`config.mk`:
```
export PLATFORM = sky130hd
export DESIGN_NAME = i2c_controller
export DESIGN_NICKNAME = d
export VERILOG_FILES = /design/src/rtl/i2c_controller.sv
export SDC_FILE = /design/constraint.sdc
export NUM_CORES = 1
export LEC_CHECK = 0
export BUFFER_PORTS_ARGS = -buffer_cell sky130_fd_sc_hd__buf_4
export CORE_ASPECT_RATIO = 0.7
export CORE_MARGIN = 2
export CORE_UTILIZATION = 45
export CTS_CLUSTER_SIZE = 8
export DETAILED_ROUTE_END_ITERATION = 8
export GPL_TIMING_DRIVEN = 0
export HOLD_SLACK_MARGIN = 0.12
export PLACE_DENSITY = 0.64
export SLEW_MARGIN = 30
export SYNTH_ARGS = -nofsm -noshare
export SYNTH_HDL_FRONTEND = slang
export SYNTH_SLANG_ARGS = --single-unit
```
`constraint.sdc`:
```
create_clock -name system_clk -period 2.45 [get_ports system_clk]
set_clock_uncertainty 0.15 [all_clocks]
set_input_delay 0.49 -clock system_clk [delete_from_list [all_inputs] [get_ports system_clk]]
set_output_delay 0.49 -clock system_clk [all_outputs]
set_load 0.02 [all_outputs]
```
`src/rtl/i2c_controller.sv`:
```
// I2C bus initiator: START, address+R/W, multi-byte write or read, STOP on open-drain SCL/SDA.
// Bit timing is divided into four quarters of CLK_DIV cycles each; SCL is low for q0-q1.
module i2c_controller #(
  parameter int CLK_DIV = 4
) (
  input  logic       system_clk,
  input  logic       reset,
  input  logic       cmd_valid,
  output logic       cmd_ready,
  input  logic [6:0] cmd_addr,
  input  logic       cmd_rw,
  input  logic [3:0] cmd_len,
  input  logic [7:0] wr_data,
  input  logic       wr_valid,
  output logic       wr_ready,
  output logic [7:0] rd_data,
  output logic       rd_valid,
  output logic       busy,
  output logic       nack,
  output logic       scl_out,
  output logic       sda_out,
  output logic       sda_oe,
  input  logic       sda_in
);

  localparam int DIV_W = (CLK_DIV > 1) ? $clog2(CLK_DIV) : 1;
  localparam logic [DIV_W-1:0] DIV_LAST = DIV_W'(CLK_DIV - 1);

  typedef enum logic [3:0] {
    IDLE,
    START,
    ADDR,
    ADDR_ACK,
    WRITE,
    WRITE_ACK,
    READ,
    READ_ACK,
    STOP
  } state_t;

  state_t           state_q, state_d;
  logic [DIV_W-1:0] div_q, div_d;
  logic [1:0]       quarter_q, quarter_d;
  logic [2:0]       bit_q, bit_d;
  logic [7:0]       shift_q, shift_d;
  logic [3:0]       remaining_q, remaining_d;
  logic             rw_q, rw_d;
  logic             ack_q, ack_d;
  logic             nack_q, nack_d;
  logic [7:0]       rd_data_q, rd_data_d;
  logic             rd_valid_q, rd_valid_d;

  logic load_slot;
  logic stall;
  logic tick;
  logic sample;
  logic period_end;

  // The write byte is fetched on the first cycle of bit 7; the bit clock freezes there until it arrives.
  assign load_slot  = (state_q == WRITE) && (bit_q == 3'd7) && (quarter_q == 2'd0) &&
                      (div_q == '0);
  assign stall      = load_slot && !wr_valid;
  assign tick       = !stall && (div_q == DIV_LAST);
  assign sample     = tick && (quarter_q == 2'd2);
  assign period_end = tick && (quarter_q == 2'd3);

  always_comb begin
    state_d     = state_q;
    div_d       = div_q;
    quarter_d   = quarter_q;
    bit_d       = bit_q;
    shift_d     = shift_q;
    remaining_d = remaining_q;
    rw_d        = rw_q;
    ack_d       = ack_q;
    nack_d      = nack_q;
    rd_data_d   = rd_data_q;
    rd_valid_d  = 1'b0;

    if (state_q != IDLE && !stall) begin
      div_d     = tick ? '0 : div_q + DIV_W'(1);
      quarter_d = tick ? quarter_q + 2'd1 : quarter_q;
    end

    if (load_slot && wr_valid) begin
      shift_d = wr_data;
    end

    if (sample) begin
      ack_d = sda_in;
    end

    case (state_q)
      IDLE: begin
        if (cmd_valid) begin
          state_d     = START;
          shift_d     = {cmd_addr, cmd_rw};
          rw_d        = cmd_rw;
          remaining_d = cmd_len;
          nack_d      = 1'b0;
          bit_d       = 3'd7;
          div_d       = '0;
          quarter_d   = 2'd0;
        end
      end
      START: begin
        if (period_end) begin
          state_d = ADDR;
        end
      end
      ADDR, WRITE: begin
        if (period_end) begin
          shift_d = {shift_q[6:0], 1'b0};
          if (bit_q == 3'd0) begin
            state_d = (state_q == ADDR) ? ADDR_ACK : WRITE_ACK;
          end else begin
            bit_d = bit_q - 3'd1;
          end
        end
      end
      ADDR_ACK: begin
        if (period_end) begin
          bit_d = 3'd7;
          if (ack_q) begin
            nack_d  = 1'b1;
            state_d = STOP;
          end else if (remaining_q == 4'd0) begin
            state_d = STOP;
          end else if (rw_q) begin
            state_d = READ;
          end else begin
            state_d = WRITE;
          end
        end
      end
      WRITE_ACK: begin
        if (period_end) begin
          bit_d = 3'd7;
          if (ack_q) begin
            nack_d  = 1'b1;
            state_d = STOP;
          end else begin
            remaining_d = remaining_q - 4'd1;
            state_d     = (remaining_q == 4'd1) ? STOP : WRITE;
          end
        end
      end
      READ: begin
        if (sample) begin
          shift_d = {shift_q[6:0], sda_in};
          if (bit_q == 3'd0) begin
            rd_data_d  = {shift_q[6:0], sda_in};
            rd_valid_d = 1'b1;
          end
        end
        if (period_end) begin
          if (bit_q == 3'd0) begin
            state_d = READ_ACK;
          end else begin
            bit_d = bit_q - 3'd1;
          end
        end
      end
      READ_ACK: begin
        if (period_end) begin
          bit_d       = 3'd7;
          remaining_d = remaining_q - 4'd1;
          state_d     = (remaining_q == 4'd1) ? STOP : READ;
        end
      end
      STOP: begin
        if (period_end) begin
          state_d = IDLE;
        end
      end
      default: begin
        state_d = IDLE;
      end
    endcase
  end

  always_ff @(posedge system_clk) begin
    if (reset) begin
      state_q     <= IDLE;
      div_q       <= '0;
      quarter_q   <= 2'd0;
      bit_q       <= 3'd7;
      shift_q     <= 8'h00;
      remaining_q <= 4'd0;
      rw_q        <= 1'b0;
      ack_q       <= 1'b0;
      nack_q      <= 1'b0;
      rd_data_q   <= 8'h00;
      rd_valid_q  <= 1'b0;
    end else begin
      state_q     <= state_d;
      div_q       <= div_d;
      quarter_q   <= quarter_d;
      bit_q       <= bit_d;
      shift_q     <= shift_d;
      remaining_q <= remaining_d;
      rw_q        <= rw_d;
      ack_q       <= ack_d;
      nack_q      <= nack_d;
      rd_data_q   <= rd_data_d;
      rd_valid_q  <= rd_valid_d;
    end
  end

  // Bus levels decode directly from the registered state so a reset releases both lines at once.
  always_comb begin
    scl_out = 1'b1;
    sda_out = 1'b1;
    sda_oe  = 1'b0;
    case (state_q)
      START: begin
        if (quarter_q[1]) begin
          sda_oe  = 1'b1;
          sda_out = 1'b0;
        end
      end
      ADDR, WRITE: begin
        scl_out = quarter_q[1];
        sda_oe  = 1'b1;
        sda_out = shift_q[7];
      end
      ADDR_ACK, WRITE_ACK, READ: begin
        scl_out = quarter_q[1];
      end
      READ_ACK: begin
        scl_out = quarter_q[1];
        if (remaining_q > 4'd1) begin
          sda_oe  = 1'b1;
          sda_out = 1'b0;
        end
      end
      STOP: begin
        scl_out = quarter_q[1];
        if (quarter_q != 2'd3) begin
          sda_oe  = 1'b1;
          sda_out = 1'b0;
        end
      end
      default: begin
        scl_out = 1'b1;
      end
    endcase
  end

  assign cmd_ready = (state_q == IDLE);
  assign busy      = (state_q != IDLE);
  assign wr_ready  = load_slot && wr_valid;
  assign rd_data   = rd_data_q;
  assign rd_valid  = rd_valid_q;
  assign nack      = nack_q;

endmodule

```
After elaboration in Yosys (flattened, before gate mapping). Cells that the tools add are included.

Add/subtract/negate cells: 4. $lt $le $gt $ge: 1. Equal/unequal tests: 30. Multiplexer cells: 55. Bitwise operators: 2. Reductions and logical operators: 32.

Operators by type and width (count): $mux 4 (19); $mux 8 (4); $pmux 4 s8 (1); $ne 2x2->1 const B (13); $pmux 8 s3 (1); $mux 2 (9); $eq 4x3->1 const B (4); $mux 3 (5); $pmux 4 s3 (1); $mux 1 (11); $reduce_and 10->1 (1); $reduce_and 5->1 (2); $logic_and 1x1->1 (9); $pmux 3 s3 (1); $reduce_or 3->1 (3); $eq 4x1->1 const B (2); $eq 4x2->1 const B (2); $logic_not 4->1 (2); $ne 2x1->1 const B (4); $pmux 1 s4 (2); $reduce_or 7->1 (1); $eq 2x2->1 const B (3); $reduce_bool 3->1 (2); $add 2x1->2 const B (2); other kinds (16) (20).

Flip-flop bits (word level): 35. Input port bits: 25. Output and inout bits: 16. Logic and storage cells: 135.

Logic depth before layout (Yosys ltp). Gate-level depths: netlist of run 1.

Depth in word-level cells: 11. Gate-level depth with buffers: 7. Mapped depth without buffers: 6.

Worst setup path before layout of run 1. No wires, ideal clock.

Path type: reg2out. From: register state_q[1]. To: output port sda_out. Data arrival time: 1.612 ns. Required time: 1.810 ns. Path slack: 0.198 ns. Cell stages (with the launch flop): 7. Buffers on the path: 2. Cells stage by stage: dfxtp_1 clkbuf_1 clkbuf_1 nand2_1 a21oi_1 a311oi_1 o221ai_1.

Word-level cells in the longest chain between the ends: 3. Elaborated cells between the ends (all ways): 7. Classes of those cells: eq/ne (5); mux (1); reduce/logical (1).

Ends and longest elaborated chain: start: declaration (RTL line 41) `state_t state_q, state_d;`; start signal: assignment (RTL line 196) `state_q <= state_d;`; $eq 4x3->1 or $eq 4x2->1 (tied branches) (RTL line 215) `case (state_q)`; $reduce_or 2->1 (RTL line 215); $pmux 1 s4 (*) (RTL line 215); end: declaration (RTL line 21) `output logic sda_out,`.

Every way passes the cells marked *; elsewhere a longest branch is shown, timed or not.

Final worst setup path of run 1.
From: register remaining_q[0]. To: output port sda_out.

Word-level cells in the longest chain between the ends: 3.

Ends and longest elaborated chain: start: declaration (RTL line 46) `logic [3:0] remaining_q, remaining_d;`; start signal: assignment (RTL line 201) `remaining_q <= remaining_d;`; $gt 4x1->1 (RTL line 232) `if (remaining_q > 4'd1) begin`; $mux 1 (RTL line 232); $pmux 1 s4 (RTL line 215).

Every way passes these cells.

==> results.py, run 1 <==
metrics = {
    "finish": {
        "fin_nets": 353,
        "fin_cells": 375,
        "diodes": 0,
        "drive_above_1_share_pct": 28.9,
        "post-route-util_pct": 59.6,
        "area_growth_pct": 29.1,
        "fin_area_um2": 2820,
    },
    "clocking": {
        "root_buffer": "clkbuf_8",
        "clk_pin_slew_ns": 0.08,
        "h-tree-depth": 2,
        "clock_sinks": 35,
        "clk_latency_ns": 0.29,
        "cts_buffers": 5,
        "clock_path_buffers": 2,
        "cts_tree": "yes",
    },
    "sta": {
        "fin_crit_ns": 2.49,
        "hold_slack_ns": 0.241,
        "rsz0062_at_grt": "yes",
        "maxSlewHeadroom_pct": 48.6,
        "setup_viol": 1,
        "worstMarginPinSlew_ns": 0.765,
        "drv_slew": 0,
        "period_share_pct": 102,
        "worst_slack_ns": -0.0371,
        "final-hold-violation-count": 0,
        "final.setup.tns_ns": -0.0371,
        "fmax_ghz": 0.402,
    },
    "place": {
        "place_congestion": 0.882,
        "placed_area_um2": 2560,
        "pre_cts_ws_ns": -0.201,
        "dp.cells": 361,
        "io_buffers": 40,
        "hpwl_um": 4370,
    },
    "route": {
        "avgRoutedWirePerCell_um": 16.3,
        "drcViolationCount": 0,
        "viasPerCell": 5.79,
        "routed_wl_um": 6120,
        "first_iter_violations": 207,
        "antenna_left": 0,
        "dr_total_vias": 2172,
        "drt_first_pass_iters": 5,
    },
    "floorplan": {
        "io_pins": 41,
        "start_util_pct": 46.2,
        "core_um2": 4730,
        "core.rowCount": 21,
        "die_x_um": 87.3,
        "design.die.area_um2": 5440,
        "die_h_um": 62.3,
    },
    "synthesis": {
        "ys_warn_count": 0,
        "synthesis.instances": 264,
        "synth_edf_count": 0,
        "synth_ff_type": "dfxtp_1",
        "synth.avg_cell_area_um2": 8.27,
        "yosysSeqAreaShare_pct": 32.1,
        "ys_ff_latch": 35,
        "yosys-top-cells-area": "dfxtp_1 (32%), mux2i_1 (9.2%), ha_1 (6.3%), nand2_1 (4.0%), a21oi_1 (3.7%)",
        "syn-cell-area_um2": 2180,
        "ys_types": 56,
        "yosysTopAreaCell": "dfxtp_1",
        "synth_top_area_share_pct": 32.1,
        "syn_nets": 300,
        "synth-async-reset-ratio_pct": 0,
    },
    "grt": {
        "antenna_found_initial": 0,
        "grt_start_max_net_pins": 13,
        "grt_pass1_vias": 2053,
        "grt_pass1_wl_um": 10100,
        "gr-usage-all-layers_pct": 23.3,
        "globalRouteOverflowTotal": 0,
    },
    "job": {
        "drv_cap": 0,
    },
    "worst_hold_path": {
        "min_path_cells": 3,
        "min_path_type": "input port to register",
    },
    "critical_path": {
        "reg2reg_depth": 5,
        "worst-endpoint-required_ns": 1.81,
        "cp_max_fo": 3,
        "critical_path.endpoint_type": "output pin",
        "rrSetupSlack_ns": 0.14,
        "critPathKind": "register to output pin",
        "start_kind": "register",
        "arrival_ns": 1.85,
    },
    "power_and_ir_drop": {
        "power_density_nw_per_um2": 1040,
        "ir_drop_uv": 390,
        "power_mw": 2.94,
        "p_leak_nw": 1.15,
    },
    "status": {
        "failed_checks": "negative setup slack",
        "status": "complete, but fails checks",
    },
}
cell usage in the layout, fill, tap and decap left out, types with 3 or more instances in the layout:
master,Yosys,layout
dfxtp_2,0,4
nor3_1,7,7
o22ai_1,3,3
o21ai_0,6,6
buf_4,0,47
mux2i_1,20,20
nand2b_1,6,5
nand3b_1,4,4
clkbuf_4,0,3
buf_6,2,3
or2_2,3,3
clkbuf_8,0,8
ha_1,11,8
nand2_1,23,22
a211oi_1,3,3
nor2_1,21,19
dfxtp_1,35,30
o221ai_1,8,8
nand3_1,12,12
inv_1,20,18
clkbuf_1,11,4
a32oi_1,3,3
a21oi_1,16,15
o21ai_1,3,3
power by group:
group,internal [mW],switching [mW]
sequential,0.667,0.0704
combinational,0.747,0.998
clock,0.230,0.227
total,1.64,1.29
area by class of cell:
cell class / instances / area, um2
fill: 426 / 1910
multi-input combinational: 193 / 1390
sequential: 35 / 709
timing repair buffer: 47 / 357
buffer: 14 / 105
inverter: 21 / 93.8
clock buffer: 6 / 82.6
tap: 57 / 71.3
clock inverter: 2 / 16.3
flip-flops by register name, indices dropped and copies added, names as in the netlist:
signal,flops
quarter_q,2
ack_q,1
rd_data,8
rd_valid,1
state_q,4
bit_q,3
shift_q,8
nack,1
div_q,2
remaining_q,4
rw_q,1
final timing paths:
kind,from,endpoint
min,cmd_addr[3],shift_q[4]
min reg2reg,rw_q,rw_q
max,remaining_q[0],sda_out
max reg2reg,div_q[0],remaining_q[0]
metal layers:
layer / share of wire (%) / GRT usage (%)
met1: 51 / 35.9
met2: 40 / 31.5
met3: 8.4 / 7.05
met5: 0 / 0
met4: 0.60 / 5.19
worst max-delay path: stages, from the launching register on:
cell and delay, ns:
dfxtp_2 0.37, inv_2 0.06, ha_4 0.17, nor2_4 0.12, o311ai_2 0.12, a311oi_1 0.30
o221ai_1 0.21, buf_4 0.20
timing repair:
action / CTS / global route
pin swaps: 4 / 7
gates resized for setup: 19 / 24
buffers inserted: 3 / 4
setup endpoints to repair: 4 / 3
hold buffers: 0 / 0
cells in the mapped netlist, types with 7 or more instances:
cell type,n
o221ai_1,8
a21oi_1,16
nand2_1,23
clkbuf_1,11
ha_1,11
mux2i_1,20
nor3_1,7
nand3_1,12
nor2_1,21
inv_1,20
dfxtp_1,35
cell families after synthesis:
| family | share of synthesized area (%) |
|---|---|
| AO/OA/AOI/OAI | 22.1 |
| buffers and inverters | 7.56 |
| flip-flops | 32.1 |
| adder cells (fa/ha/maj) | 6.30 |
| XOR/XNOR | 0.802 |
| AND/OR/NAND/NOR | 22.0 |
| multiplexers | 9.16 |
No activity file was read; power rests on OpenSTA's default activity.
==> run 2: changes to the inputs <==
--- a/config.mk
+++ b/config.mk
@@ -6,7 +6,7 @@
 export NUM_CORES = 1
 export LEC_CHECK = 0
 export BUFFER_PORTS_ARGS = -buffer_cell sky130_fd_sc_hd__buf_4
-export CORE_ASPECT_RATIO = 0.7
+export CORE_ASPECT_RATIO = 0.6
 export CORE_MARGIN = 2
 export CORE_UTILIZATION = 45
 export CTS_CLUSTER_SIZE = 8
==> run 2 against run 1 <==
Net effect: the flow now finishes without violations; sequential share of layout area is 0.15 points higher; sequential power hardly changed; first-iteration DRC count is 21% lower; sequential cell count stayed put; hold slack better by 0.011 ns; cell area hardly changed; non-clock buffer count is 4 lower; maximum frequency is 3.9% higher; routed wire length is 0.54% higher; largest cell class unchanged; largest power group unchanged; highest routed layer unchanged.
==> results.py, run 2 (synthesis results as in run 1) <==
metrics = {
    "floorplan": {
        "core.rowCount": 19,
        "core_um2": 4610,
        "io_pins": 41,
        "die_h_um": 58.0,
        "die_x_um": 94.0,
        "design.die.area_um2": 5450,
        "start_util_pct": 47.4,
    },
    "finish": {
        "diodes": 0,
        "final_common_cell": "buf_4",
        "fin_area_um2": 2820,
        "layout_common_cells": "buf_4 (45), dfxtp_1 (30), nand2_1 (22)",
        "fillers": 435,
        "area_growth_pct": 29.2,
        "post-route-util_pct": 61.2,
        "drive_above_1_share_pct": 28.4,
        "fin_nets": 349,
        "fin_cells": 376,
    },
    "power_and_ir_drop": {
        "pwr-share-seq_pct": 25.0,
        "ir_drop_uv": 629,
        "p_leak_nw": 1.14,
        "p_comb_share_pct": 60.5,
        "internal_power_mw": 1.65,
        "p_clk_share_pct": 14.6,
        "switching_power_mw": 1.32,
        "switching_share_pct": 44.4,
        "power_density_nw_per_um2": 1050,
    },
    "route": {
        "drcViolationCount": 0,
        "dr_total_vias": 2205,
        "first_iter_violations": 163,
        "viasPerCell": 5.86,
        "antenna_left": 0,
        "drt_first_pass_iters": 5,
        "avgRoutedWirePerCell_um": 16.4,
        "routed_wl_um": 6150,
    },
    "grt": {
        "grt_pass1_vias": 2000,
        "gr-usage-all-layers_pct": 24.0,
        "antenna_found_initial": 0,
        "grt_pass1_wl_um": 10000,
        "grt_start_max_net_pins": 11,
        "globalRouteOverflowTotal": 0,
    },
    "place": {
        "hpwl_um": 4520,
        "place_congestion": 0.870,
        "dp.cells": 367,
        "placed_area_um2": 2560,
        "io_buffers": 40,
    },
    "critical_path": {
        "crit_path_start": "state_q[0]",
        "rrSetupSlack_ns": 0.23,
        "crit_chain": "buf_4, or2_2, a311oi_2, o221ai_2, buf_4",
        "worst-path-stages": 5,
        "start_kind": "register",
        "cpPeakStageDelay_ns": 0.34,
        "cp_top_family": "compound AO/OA/AOI/OAI gates",
        "reg2reg_from": "state_q[2]",
        "path_buf_inv": 2,
        "critical_path.endpoint_type": "output pin",
        "worst-endpoint-required_ns": 1.81,
        "cp_max_fo": 10,
        "arrival_ns": 1.75,
        "crit_path_end": "sda_out",
        "reg2reg_depth": 7,
        "critPathSlowestCell": "or2_2",
        "cpMostUsedCell": "buf_4",
        "critPathKind": "register to output pin",
        "r2r-end": "bit_q[2]",
    },
    "clocking": {
        "h-tree-depth": 2,
        "cts_buffers": 5,
        "cts_hold_buf": 0,
        "root_buffer": "clkbuf_8",
        "clock_sinks": 35,
        "clk_pin_slew_ns": 0.08,
        "cts_tree": "yes",
        "clk_latency_ns": 0.29,
        "clock_path_buffers": 2,
    },
    "sta": {
        "worstMarginPinSlew_ns": 0.774,
        "drv_slew": 0,
        "final-hold-violation-count": 0,
        "fin_crit_ns": 2.39,
        "maxSlewHeadroom_pct": 48.0,
        "period_share_pct": 97.7,
        "setup_viol": 0,
        "fmax_ghz": 0.418,
        "rsz0062_at_grt": "no",
    },
    "worst_hold_path": {
        "min_path_cells": 3,
        "min_path_type": "input port to register",
    },
    "job": {
        "drv_cap": 0,
    },
    "status": {
        "status": "complete, no violations",
    },
}
## run 2: worst min path at each step
stage / slack [ns] / startpoint / to
after CTS: 0.25 / cmd_addr[3] / shift_q[4]
after global routing: 0.25 / cmd_addr[3] / shift_q[4]
after detailed placement: 0.30 / rw_q / rw_q
after global placement: 0.30 / rw_q / rw_q
final: 0.25 / cmd_addr[3] / shift_q[4]
after floorplan: 0.29 / rw_q / rw_q
## run 2: worst register-to-register path, cell delays in order (launching register included)
cell	delay (ns)
dfxtp_1	0.31
buf_6	0.15
or4_4	0.54
buf_6	0.16
clkinv_8	0.08
a32oi_4	0.07
or4_1	0.49
a21o_1	0.18
## run 2: timing repair
action	in CTS	in global routing
endpoints found under the setup margin	4	3
resized for setup	23	27
hold endpoints to repair	0	0
setup buffers	3	1
pin swaps	5	4
## run 2: area by class of cell
type / count / area, um2 / area share (%)
Sequential cell: 35 / 714 / 25.3
Tap cell: 63 / 78.8 / 2.79
Clock buffer: 6 / 82.6 / 2.93
Clock inverter: 1 / 5.00 / 0.177
Buffer: 13 / 109 / 3.86
Timing Repair Buffer: 44 / 330 / 11.7
Multi-Input combinational cell: 193 / 1410 / 49.9
Inverter: 21 / 93.8 / 3.32
## run 2: power by group through the flow
stage          registers, mW  clock network, mW  logic [mW]
6_report               0.739              0.432        1.79
5_1_grt                0.755              0.459        1.95
4_1_cts                0.730              0.441        1.65
3_5_place_dp           0.739                  0        1.55
3_3_place_gp           0.738                  0        1.54
2_1_floorplan          0.721                  0        1.14
## run 2: layer usage
metal / track usage, % / vias up / wire (um) / part of all wire (%)
met5: 0 / - / 0 / 0
met4: 7.45 / 0 / 55 / 0.89
met3: 4.55 / 4 / 568 / 9.2
met2: 30.6 / 100 / 2320 / 38
met1: 39.5 / 1041 / 3210 / 52
li1: - / 1060 / - / -
## run 2: through the flow
step | power (mW) | setup TNS, ns | hold slack (ns) | worst slack (ns)
floorplan | 1.86 | 0 | 0.286 | 0.198
global placement | 2.28 | -0.256 | 0.298 | -0.217
detailed placement | 2.29 | -0.236 | 0.301 | -0.208
CTS | 2.82 | -0.0197 | 0.248 | -0.0197
global route | 3.17 | 0 | 0.254 | 0.00108
finish | 2.96 | 0 | 0.252 | 0.0567
==> run 3: changes to the inputs <==
--- a/config.mk
+++ b/config.mk
@@ -9,11 +9,12 @@
 export CORE_ASPECT_RATIO = 0.6
 export CORE_MARGIN = 2
 export CORE_UTILIZATION = 45
+export CTS_BUF_LIST = sky130_fd_sc_hd__clkbuf_4 sky130_fd_sc_hd__clkbuf_8
 export CTS_CLUSTER_SIZE = 8
 export DETAILED_ROUTE_END_ITERATION = 8
 export GPL_TIMING_DRIVEN = 0
 export HOLD_SLACK_MARGIN = 0.12
-export PLACE_DENSITY = 0.64
+export PLACE_DENSITY = 0.77
 export SLEW_MARGIN = 30
 export SYNTH_ARGS = -nofsm -noshare
 export SYNTH_HDL_FRONTEND = slang
==> run 3 against run 2 <==
Net effect: cell area about the same; setup slack worse by 0.039 ns; hold slack worse by 0.0069 ns; critical endpoint unchanged; global-route usage down 0.80 points; combinational power down 5%.
==> results.py, run 3 (synthesis results as in run 1) <==
metrics = {
    "clocking": {
        "clock_path_buffers": 2,
        "clock_sinks": 35,
        "root_buffer": "clkbuf_8",
        "clk_latency_ns": 0.29,
        "cts_hold_buf": 0,
        "h-tree-depth": 2,
        "cts_tree": "yes",
        "clk_pin_slew_ns": 0.08,
        "cts_buffers": 5,
    },
    "power_and_ir_drop": {
        "power_density_nw_per_um2": 1020,
        "p_leak_nw": 1.15,
        "ir_drop_uv": 469,
    },
    "finish": {
        "area_growth_pct": 29.3,
        "fin_cells": 379,
        "drive_above_1_share_pct": 30.1,
        "post-route-util_pct": 61.3,
        "diodes": 0,
        "fin_nets": 351,
        "fin_area_um2": 2830,
        "layout_common_cells": "buf_4 (47), dfxtp_1 (29), nand2_1 (23)",
        "final_common_cell": "buf_4",
    },
    "critical_path": {
        "r2r-end": "shift_q[6]",
        "cp_max_fo": 3,
        "arrival_ns": 1.79,
        "start_kind": "register",
        "worst-endpoint-required_ns": 1.81,
        "critPathKind": "register to output pin",
        "rrSetupSlack_ns": 0.20,
        "reg2reg_from": "state_q[0]",
        "critical_path.endpoint_type": "output pin",
        "reg2reg_depth": 6,
    },
    "sta": {
        "fin_crit_ns": 2.43,
        "final-hold-violation-count": 0,
        "fmax_ghz": 0.411,
        "rsz0062_at_grt": "yes",
        "drv_slew": 0,
        "setup_viol": 0,
        "worstMarginPinSlew_ns": 0.812,
        "hold_slack_ns": 0.245,
        "period_share_pct": 99.3,
        "maxSlewHeadroom_pct": 45.5,
    },
    "grt": {
        "gr-usage-all-layers_pct": 23.2,
        "globalRouteOverflowTotal": 0,
        "grt_start_max_net_pins": 13,
        "grt_pass1_vias": 2008,
        "grt_pass1_wl_um": 9830,
        "antenna_found_initial": 0,
    },
    "place": {
        "hpwl_um": 4550,
        "place_congestion": 0.893,
        "io_buffers": 40,
        "dp.cells": 367,
        "placed_area_um2": 2560,
    },
    "floorplan": {
        "core.rowCount": 19,
        "io_pins": 41,
        "die_h_um": 58.0,
        "die_x_um": 94.0,
        "start_util_pct": 47.4,
        "core_um2": 4610,
        "design.die.area_um2": 5450,
    },
    "worst_hold_path": {
        "min_path_cells": 3,
        "min_to": "shift_q[7]",
        "min_path_type": "input port to register",
        "min_from": "cmd_addr[6]",
    },
    "route": {
        "drt_first_pass_iters": 5,
        "first_iter_violations": 136,
        "routed_wl_um": 6110,
        "drcViolationCount": 0,
        "dr_total_vias": 2214,
        "antenna_left": 0,
        "avgRoutedWirePerCell_um": 16.1,
        "viasPerCell": 5.84,
    },
    "job": {
        "drv_cap": 0,
    },
    "status": {
        "status": "complete, no violations",
    },
}
==> run 3: cell type report <==
type | instances | area, um2
sequential | 35 | 711
timing repair buffer | 45 | 338
fill | 433 | 1790
tap | 63 | 78.8
inverter | 21 | 91.3
buffer | 14 | 106
clock inverter | 2 | 16.3
clock buffer | 6 | 82.6
multi-input combinational | 193 | 1400
==> run 3: critical path, cell delays in order, from the launching register on <==
cell	delay [ns]
dfxtp_2	0.33
buf_4	0.13
ha_4	0.16
nor2_4	0.09
o311ai_2	0.09
a311oi_1	0.31
o221ai_1	0.18
buf_4	0.20
==> run 3: repair_timing <==
action                     4_1_cts  5_1_grt
gates resized for setup         21       29
setup endpoints to repair        4        3
buffers inserted                 1        4
pin swaps                        5        4
==> run 3: worst max-delay path by stage <==
stage,start,endpoint,slack [ns],cells past startpoint
floorplan,state_q[1],sda_out,0.20,6
global placement,state_q[1],sda_out,-0.20,6
detailed placement,state_q[1],sda_out,-0.17,6
CTS,remaining_q[0],sda_out,-0.03,7
global route,state_q[3],sda_oe,-0.03,6
finish,remaining_q[0],sda_out,0.02,7
==> run 3: where the power goes <==
| group | internal, mW | total [mW] | switching (mW) | leakage, nW |
|---|---|---|---|---|
| Sequential | 0.664 | 0.733 | 0.0691 | 0.288 |
| Combinational | 0.717 | 1.70 | 0.978 | 0.812 |
| Clock | 0.229 | 0.455 | 0.225 | 0.0474 |
| Total | 1.61 | 2.88 | 1.27 | 1.15 |
==> run 3: per-stage QoR <==
| stage | total power, mW | setup WS (ns) | setup TNS, ns |
|---|---|---|---|
| 6_report | 2.88 | 0.0175 | 0 |
| 5_1_grt | 3.07 | -0.0311 | -0.0513 |
| 4_1_cts | 2.80 | -0.0320 | -0.0322 |
| 3_5_place_dp | 2.28 | -0.174 | -0.229 |
| 3_3_place_gp | 2.25 | -0.198 | -0.239 |
| 2_1_floorplan | 1.86 | 0.198 | 0 |
==> run 3: routing by layer <==
| metal | share of wire (%) | track usage (%) | wire length [um] |
|---|---|---|---|
| met4 | 0.69 | 4.14 | 42 |
| met5 | 0 | 0 | 0 |
| met2 | 41 | 32.3 | 2480 |
| met1 | 47 | 34.4 | 2860 |
| met3 | 12 | 8.84 | 732 |
